**src/rtl/window_sad_fetch.sv**
```systemverilog
// window_sad_fetch: walks the 16 words of a frame window against the template and accumulates one SAD per window.
// Reads have one cycle of latency, so the accumulator runs one cycle behind the read strobe.
module window_sad_fetch #(
    parameter int NUM_WORDS = 16,
    parameter int STRIDE = 4,
    localparam int IW = $clog2(NUM_WORDS)
) (
    input  logic          Clk,
    input  logic          Reset,
    input  logic          start_valid,
    output logic          start_ready,
    input  logic [31:0]   target_window,
    output logic          frame_rd_en,
    output logic [31:0]   frame_addr,
    input  logic [31:0]   frame_rd_data,
    output logic [IW-1:0] tmpl_addr,
    input  logic [31:0]   tmpl_rd_data,
    output logic [31:0]   sad,
    output logic          sad_valid,
    input  logic          sad_ready
);
    typedef enum logic [1:0] {IDLE, FETCH, DRAIN, DONE} state_t;
    state_t state, state_n;
    logic [IW-1:0] idx;
    logic [31:0] base, acc, mag;
    logic [32:0] diff;
    logic rd_q, accept;
    assign accept = start_valid && start_ready;
    assign diff = {frame_rd_data[31], frame_rd_data} - {tmpl_rd_data[31], tmpl_rd_data};
    assign mag = diff[32] ? ~diff[31:0] + 32'd1 : diff[31:0];
    assign start_ready = state == IDLE;
    assign frame_rd_en = state == FETCH;
    assign frame_addr = frame_rd_en ? base + 32'(STRIDE) * 32'(idx) : 32'd0;
    assign tmpl_addr = frame_rd_en ? idx : '0;
    assign sad_valid = state == DONE;
    // acc is frozen in DONE (no read precedes it), so it can drive sad directly
    assign sad = sad_valid ? acc : 32'd0;
    always_comb begin
        state_n = state;
        case (state)
            IDLE:  state_n = start_valid ? FETCH : IDLE;
            FETCH: state_n = idx == IW'(NUM_WORDS - 1) ? DRAIN : FETCH;
            DRAIN: state_n = DONE;
            DONE:  state_n = sad_ready ? IDLE : DONE;
            default: state_n = IDLE;
        endcase
    end
    always_ff @(posedge Clk) begin
        if (Reset) begin
            state <= IDLE;
            idx <= '0;
            acc <= '0;
            base <= '0;
            rd_q <= 1'b0;
        end else begin
            state <= state_n;
            rd_q <= frame_rd_en;
            if (frame_rd_en) idx <= idx + 1'b1;
            if (rd_q) acc <= acc + mag;
            if (accept) begin
                base <= target_window;
                acc <= '0;
                idx <= '0;
            end
        end
    end
endmodule

```
**config.mk**
```make
export PLATFORM = sky130hd
export DESIGN_NAME = window_sad_fetch
export DESIGN_NICKNAME = d
export VERILOG_FILES = /design/src/rtl/window_sad_fetch.sv
export SDC_FILE = /design/constraint.sdc
export NUM_CORES = 1
export LEC_CHECK = 0
export ABC_AREA = 1
export CAP_MARGIN = 20
export CORE_MARGIN = 4
export CORE_UTILIZATION = 54
export CTS_BUF_LIST = sky130_fd_sc_hd__clkbuf_16
export CTS_CLUSTER_DIAMETER = 80
export DETAILED_ROUTE_END_ITERATION = 10
export GPL_TIMING_DRIVEN = 0
export PLACE_DENSITY = 0.8
export SYNTH_ARGS = -nofsm -noshare
export SYNTH_HDL_FRONTEND = slang
export SYNTH_SLANG_ARGS = --single-unit
```
**constraint.sdc**
```tcl
create_clock -name Clk -period 6.63 [get_ports Clk]
set_clock_uncertainty 0.05 [all_clocks]
set_input_delay 1.989 -clock Clk [delete_from_list [all_inputs] [get_ports Clk]]
set_output_delay 1.989 -clock Clk [all_outputs]
set_load 0.01 [all_outputs]
```
Word-level counts from Yosys, hierarchy flattened --
Index checks and enable logic that the tools add are counted.
Cells by class: $add $sub $neg 5, equality and inequality tests 4, bitwise operators 1, mux-type cells 8, reductions and logical operators 3
Operator list (number):
- $mux W32 | 3
- $sub A32 B32 Y33 | 1
- $add A32 B1 Y32 const B | 1
- $add A32 B32 Y32 | 1
- $add A32 B6 Y32 | 1
- $not A32 Y32 | 1
- $pmux W2 S4 | 1
- $add A4 B1 Y4 const B | 1
- $eq A2 B2 Y1 const B | 2
- $eq A4 B4 Y1 const B | 1
- $mux W2 | 2
- $mux W4 | 1
- $eq A2 B1 Y1 const B | 1
- $logic_not A2 Y1 | 1
- $reduce_or A2 Y1 | 1
- $logic_and A1 B1 Y1 | 1
- $mux W1 | 1
Storage, ports and cells: output and inout bits 71, input port bits 100, logic and storage cells 26, flip-flop bits (word level) 71

Logic depth before layout (Yosys ltp) --
word-level depth 5, mapped depth 35, gate-level depth less buffers 33

Worst setup path after synthesis --
No wires, ideal clock.
path type input to register, start point input frame_rd_data[0], end point register acc[23], cell stages on the path 33, setup slack 496 ps, arrival time 5967 ps, required time 6464 ps, path buffers 2, library setup time 116 ps, cell sequence inv_1 -> ha_1 -> fa_1 -> inv_1 -> nand3_1 -> nand2_1 -> nand2_1 -> nand2_1 -> nand3_1 -> nand3_1 -> a21oi_1 -> nand2_1 -> and2_4 -> buf_6 -> inv_2 -> buf_2 -> nor2_1 -> xor2_1 -> inv_1 -> ha_1 -> a21oi_1 -> nand2_1 -> a21oi_1 -> o21ai_1 -> a21boi_0 -> o21ai_1 -> a21oi_1 -> inv_1 -> nand2_1 -> a21o_1 -> nand3_1 -> o211ai_1 -> inv_1
On the way: word-level cells in the longest chain between the ends 5
Ends and longest elaborated chain:
- from (decl) | RTL line 15 | input logic [31:0] frame_rd_data,
- $sub A32 B32 Y33 (*) | RTL line 29 | assign diff = {frame_rd_data[31], frame_rd_data} - {tmpl_rd_data[31], tmpl_rd_data};
- $not A32 Y32 | RTL line 30 | assign mag = diff[32] ? ~diff[31:0] + 32'd1 : diff[31:0];
- $add A32 B1 Y32 | RTL line 30
- $mux W32 (*) | RTL line 30
- $add A32 B32 Y32 (*) | RTL line 59 | if (rd_q) acc <= acc + mag;
- to (signal assigned) | RTL line 59
- to (decl) | RTL line 25 | logic [31:0] base, acc, mag;
Mark *: on every way between the ends. The rest lies on a longest branch, timed or not. A chain may end at the register's enable or synchronous reset.

Worst setup path after layout --
start point input frame_rd_data[0], end point register acc[25]
The elaborated chain is that of the path after synthesis.

==> impl_metrics.tcl <==
set metrics [dict create \
    status "finished clean" \
    powerDensity_nw_per_um2 177 \
    seq_area_sq_um 1420 \
    maxCapViolations 0 \
    htreeDepth 3 \
    crit_required_ns 6.82 \
    area.growth.synth_to_final_pct 29.3 \
    synth_flop_cell "dfxtp_1" \
    synth_area_leaders "nand2_1 17%, dfxtp_1 16%, inv_1 14%, ha_1 10%, nor2_1 7.3%" \
    synth_seq_area_share_pct 16.1 \
    core-area_sq_um 15900 \
    netlist.top_cell.by_area "nand2_1" \
    rows 46 \
    leakagePower_nw 5.76 \
    dp.cells 1930 \
    cp_top_family "simple AND/OR/NAND/NOR gates" \
    grtUsageTotal_pct 28.3 \
    route.detailed.drc 0 \
    setup_viol 0 \
    clk_latency_ns 0.35 \
    crit_buf_inv 8 \
    place_area_sq_um 10800 \
    drtIter0Drc 599 \
    synthArstFlopShare_pct 0 \
    grt_pass1_vias 9108 \
    synth_cell_type_count 51 \
    n_fill_cell 1494 \
    synth.net_count 1721 \
    fin_cells 1956 \
    viasPerCell 5.19 \
    grt_pass1_wl_um 42600 \
    worst-endpoint-arrival_ns 6.53 \
    antenna_left 0 \
    grt_overflow 0 \
    cts_tree "done" \
    end_kind "flip-flop" \
    grt_max_degree 16 \
    final_max_slew_viol_count 0 \
    multi_input_area_sq_um 6270 \
    layout.nets 1911 \
    tightest_slew_ns 0.871 \
    dr.pass1.iters 5 \
    timing.fmax_mhz 158 \
    use_met3_pct 4.00 \
    syn-cell-area_sq_um 8820 \
    finalHoldViolCount 0 \
    syn_area_per_cell_sq_um 5.71 \
    layout-drive-gt1-share_pct 7.01 \
    final_common_cell "nand2_1" \
    fp.dieW_um 136 \
    final_cell_mix "394 x nand2_1, 322 x inv_1, 171 x nor2_1" \
    floorplan.io_pins 171 \
    worstSetupPathType "in2reg" \
    hold_path_class "reg2reg" \
    cts_buffer_depth 2 \
    numPortBuffers 169 \
    final_cell_area_sq_um 11400 \
    root_buffer "clkbuf_16" \
    grt_use_met1_pct 40.0 \
    busiest_layer "met2" \
    slowest_stage "clkdlybuf4s50_1" \
    cts_buffers 9 \
    diodes 0 \
    die_area_sq_um 18400 \
    fin_crit_ns 6.34 \
    clk_pin_slew_ns 0.07 \
    final_core_util_pct 71.5 \
    wl_per_cell_um 13.8 \
    antenna_found_initial 0 \
    start_util_pct 55.3 \
    crit_fanout 13 \
    place_congestion 0.950 \
    yosysWarnings 0 \
    yosys.area.top_type_share_pct 16.9 \
    crit_path_frequent_cell "nand2_1" \
    synth_edf_count 0 \
    rsz0062_at_grt "yes" \
    max_slew_margin_pct 41.1 \
    num_vias 10156 \
    cts_sinks 71 \
    synth_seq_cells 71 \
    worst_setup_path_start_kind "input pin" \
    vdd_drop_max_uv 146 \
    synthCells 1545 \
    min_period_over_period_pct 95.6 \
    wirelength_um 27000 \
    die_h_um 136 \
    cpPeakStageDelay_ns 0.46 \
    gr-usage-met2_pct 45.0 \
    hpwl_um 22100 \
]
per-stage QoR:
stage / setup WS, ns / total power [W] / setup TNS (ns) / hold slack (ns)
final: 0.291 / 0.00202 / 0 / 0.421
after detailed placement: -0.988 / 0.00144 / -9.94 / 0.407
after global placement: -0.845 / 0.00142 / -7.44 / 0.402
after CTS: -0.00985 / 0.00194 / -0.0120 / 0.421
after floorplan: 0.496 / 0.00118 / 0 / 0.390
after global routing: -0.0863 / 0.00217 / -0.229 / 0.449
cell usage after synthesis (2+ instances only):
cell and n:
a211oi_1 19, a21boi_1 4, a21o_1 8, a21oi_1 119, a31oi_1 14, and2_1 4
buf_2 2, clkbuf_1 26, dfxtp_1 71, fa_1 3, ha_1 73, inv_1 323
inv_2 9, nand2_1 398, nand2_2 10, nand3_1 49, nand3_2 8, nand3b_1 9
nand4_1 22, nor2_1 172, nor2_2 7, nor3_1 24, nor3_2 4, nor4_1 6
o211ai_1 6, o21a_1 5, o21ai_0 62, o21ai_1 4, o21bai_1 3, o221ai_1 2
o31ai_1 2, xnor2_1 16, xor2_1 43
layer usage:
| layer | routed length (um) | share of wire (%) |
|---|---|---|
| met5 | 0 | 0 |
| met3 | 1700 | 6.3 |
| met1 | 12600 | 47 |
| met2 | 12100 | 45 |
| met4 | 618 | 2.3 |
worst paths after layout:
| path | start | end | slack, ns | cells past startpoint |
|---|---|---|---|---|
| hold / removal | base[1] | base[1] | 0.42 | 2 |
| setup / recovery | frame_rd_data[0] | acc[25] | 0.29 | 33 |
| setup reg to reg | acc[0] | acc[24] | 4.10 | 16 |
| hold reg to reg | base[1] | base[1] | 0.42 | 2 |
cell type report:
cell class                      instances  share of cell area [%]
Clock buffer                            9                    1.97
Multi-Input combinational cell       1112                    55.0
Inverter                              332                    11.0
Buffer                                 29                    1.12
Sequential cell                        71                    12.5
Clock inverter                          7                   0.549
Timing Repair Buffer                  180                    15.6
Tap cell                              216                    2.37
tightest hold or removal path, delay by kind of cell, from the launching register on:
kind / cells / cell delay (ns)
DFF: 1 / 0.30
AOI/OAI and AO/OA: 1 / 0.07
buffers and inverters: 1 / 0.06
kinds of logic after synthesis:
| kind of cell | Yosys count | share of synthesized area [%] |
|---|---|---|
| xor gates and xnor gates | 60 | 6.04 |
| and+or+nand+nor | 721 | 35.0 |
| adders and majority gates | 76 | 11.0 |
| AOI/OAI and AO/OA | 255 | 16.3 |
| buffers and inverters | 362 | 15.5 |
| DFF | 71 | 16.1 |
state kept, by name (all words and copies together), names as in the netlist:
register,flops
rd_q,1
idx,4
acc,32
base,32
state,2
power breakdown:
part           switching [W]  internal [W]
combinational       0.000649      0.000405
sequential         0.0000232      0.000453
clock               0.000225      0.000261
timing repair:
action,in CTS,in global routing
setup buffers,3,8
resized for setup,13,53
gates cloned,0,0
hold buffers,0,0
endpoints found under the setup margin,15,19
pin swaps,3,16
Power figures use the tool's default switching activity.
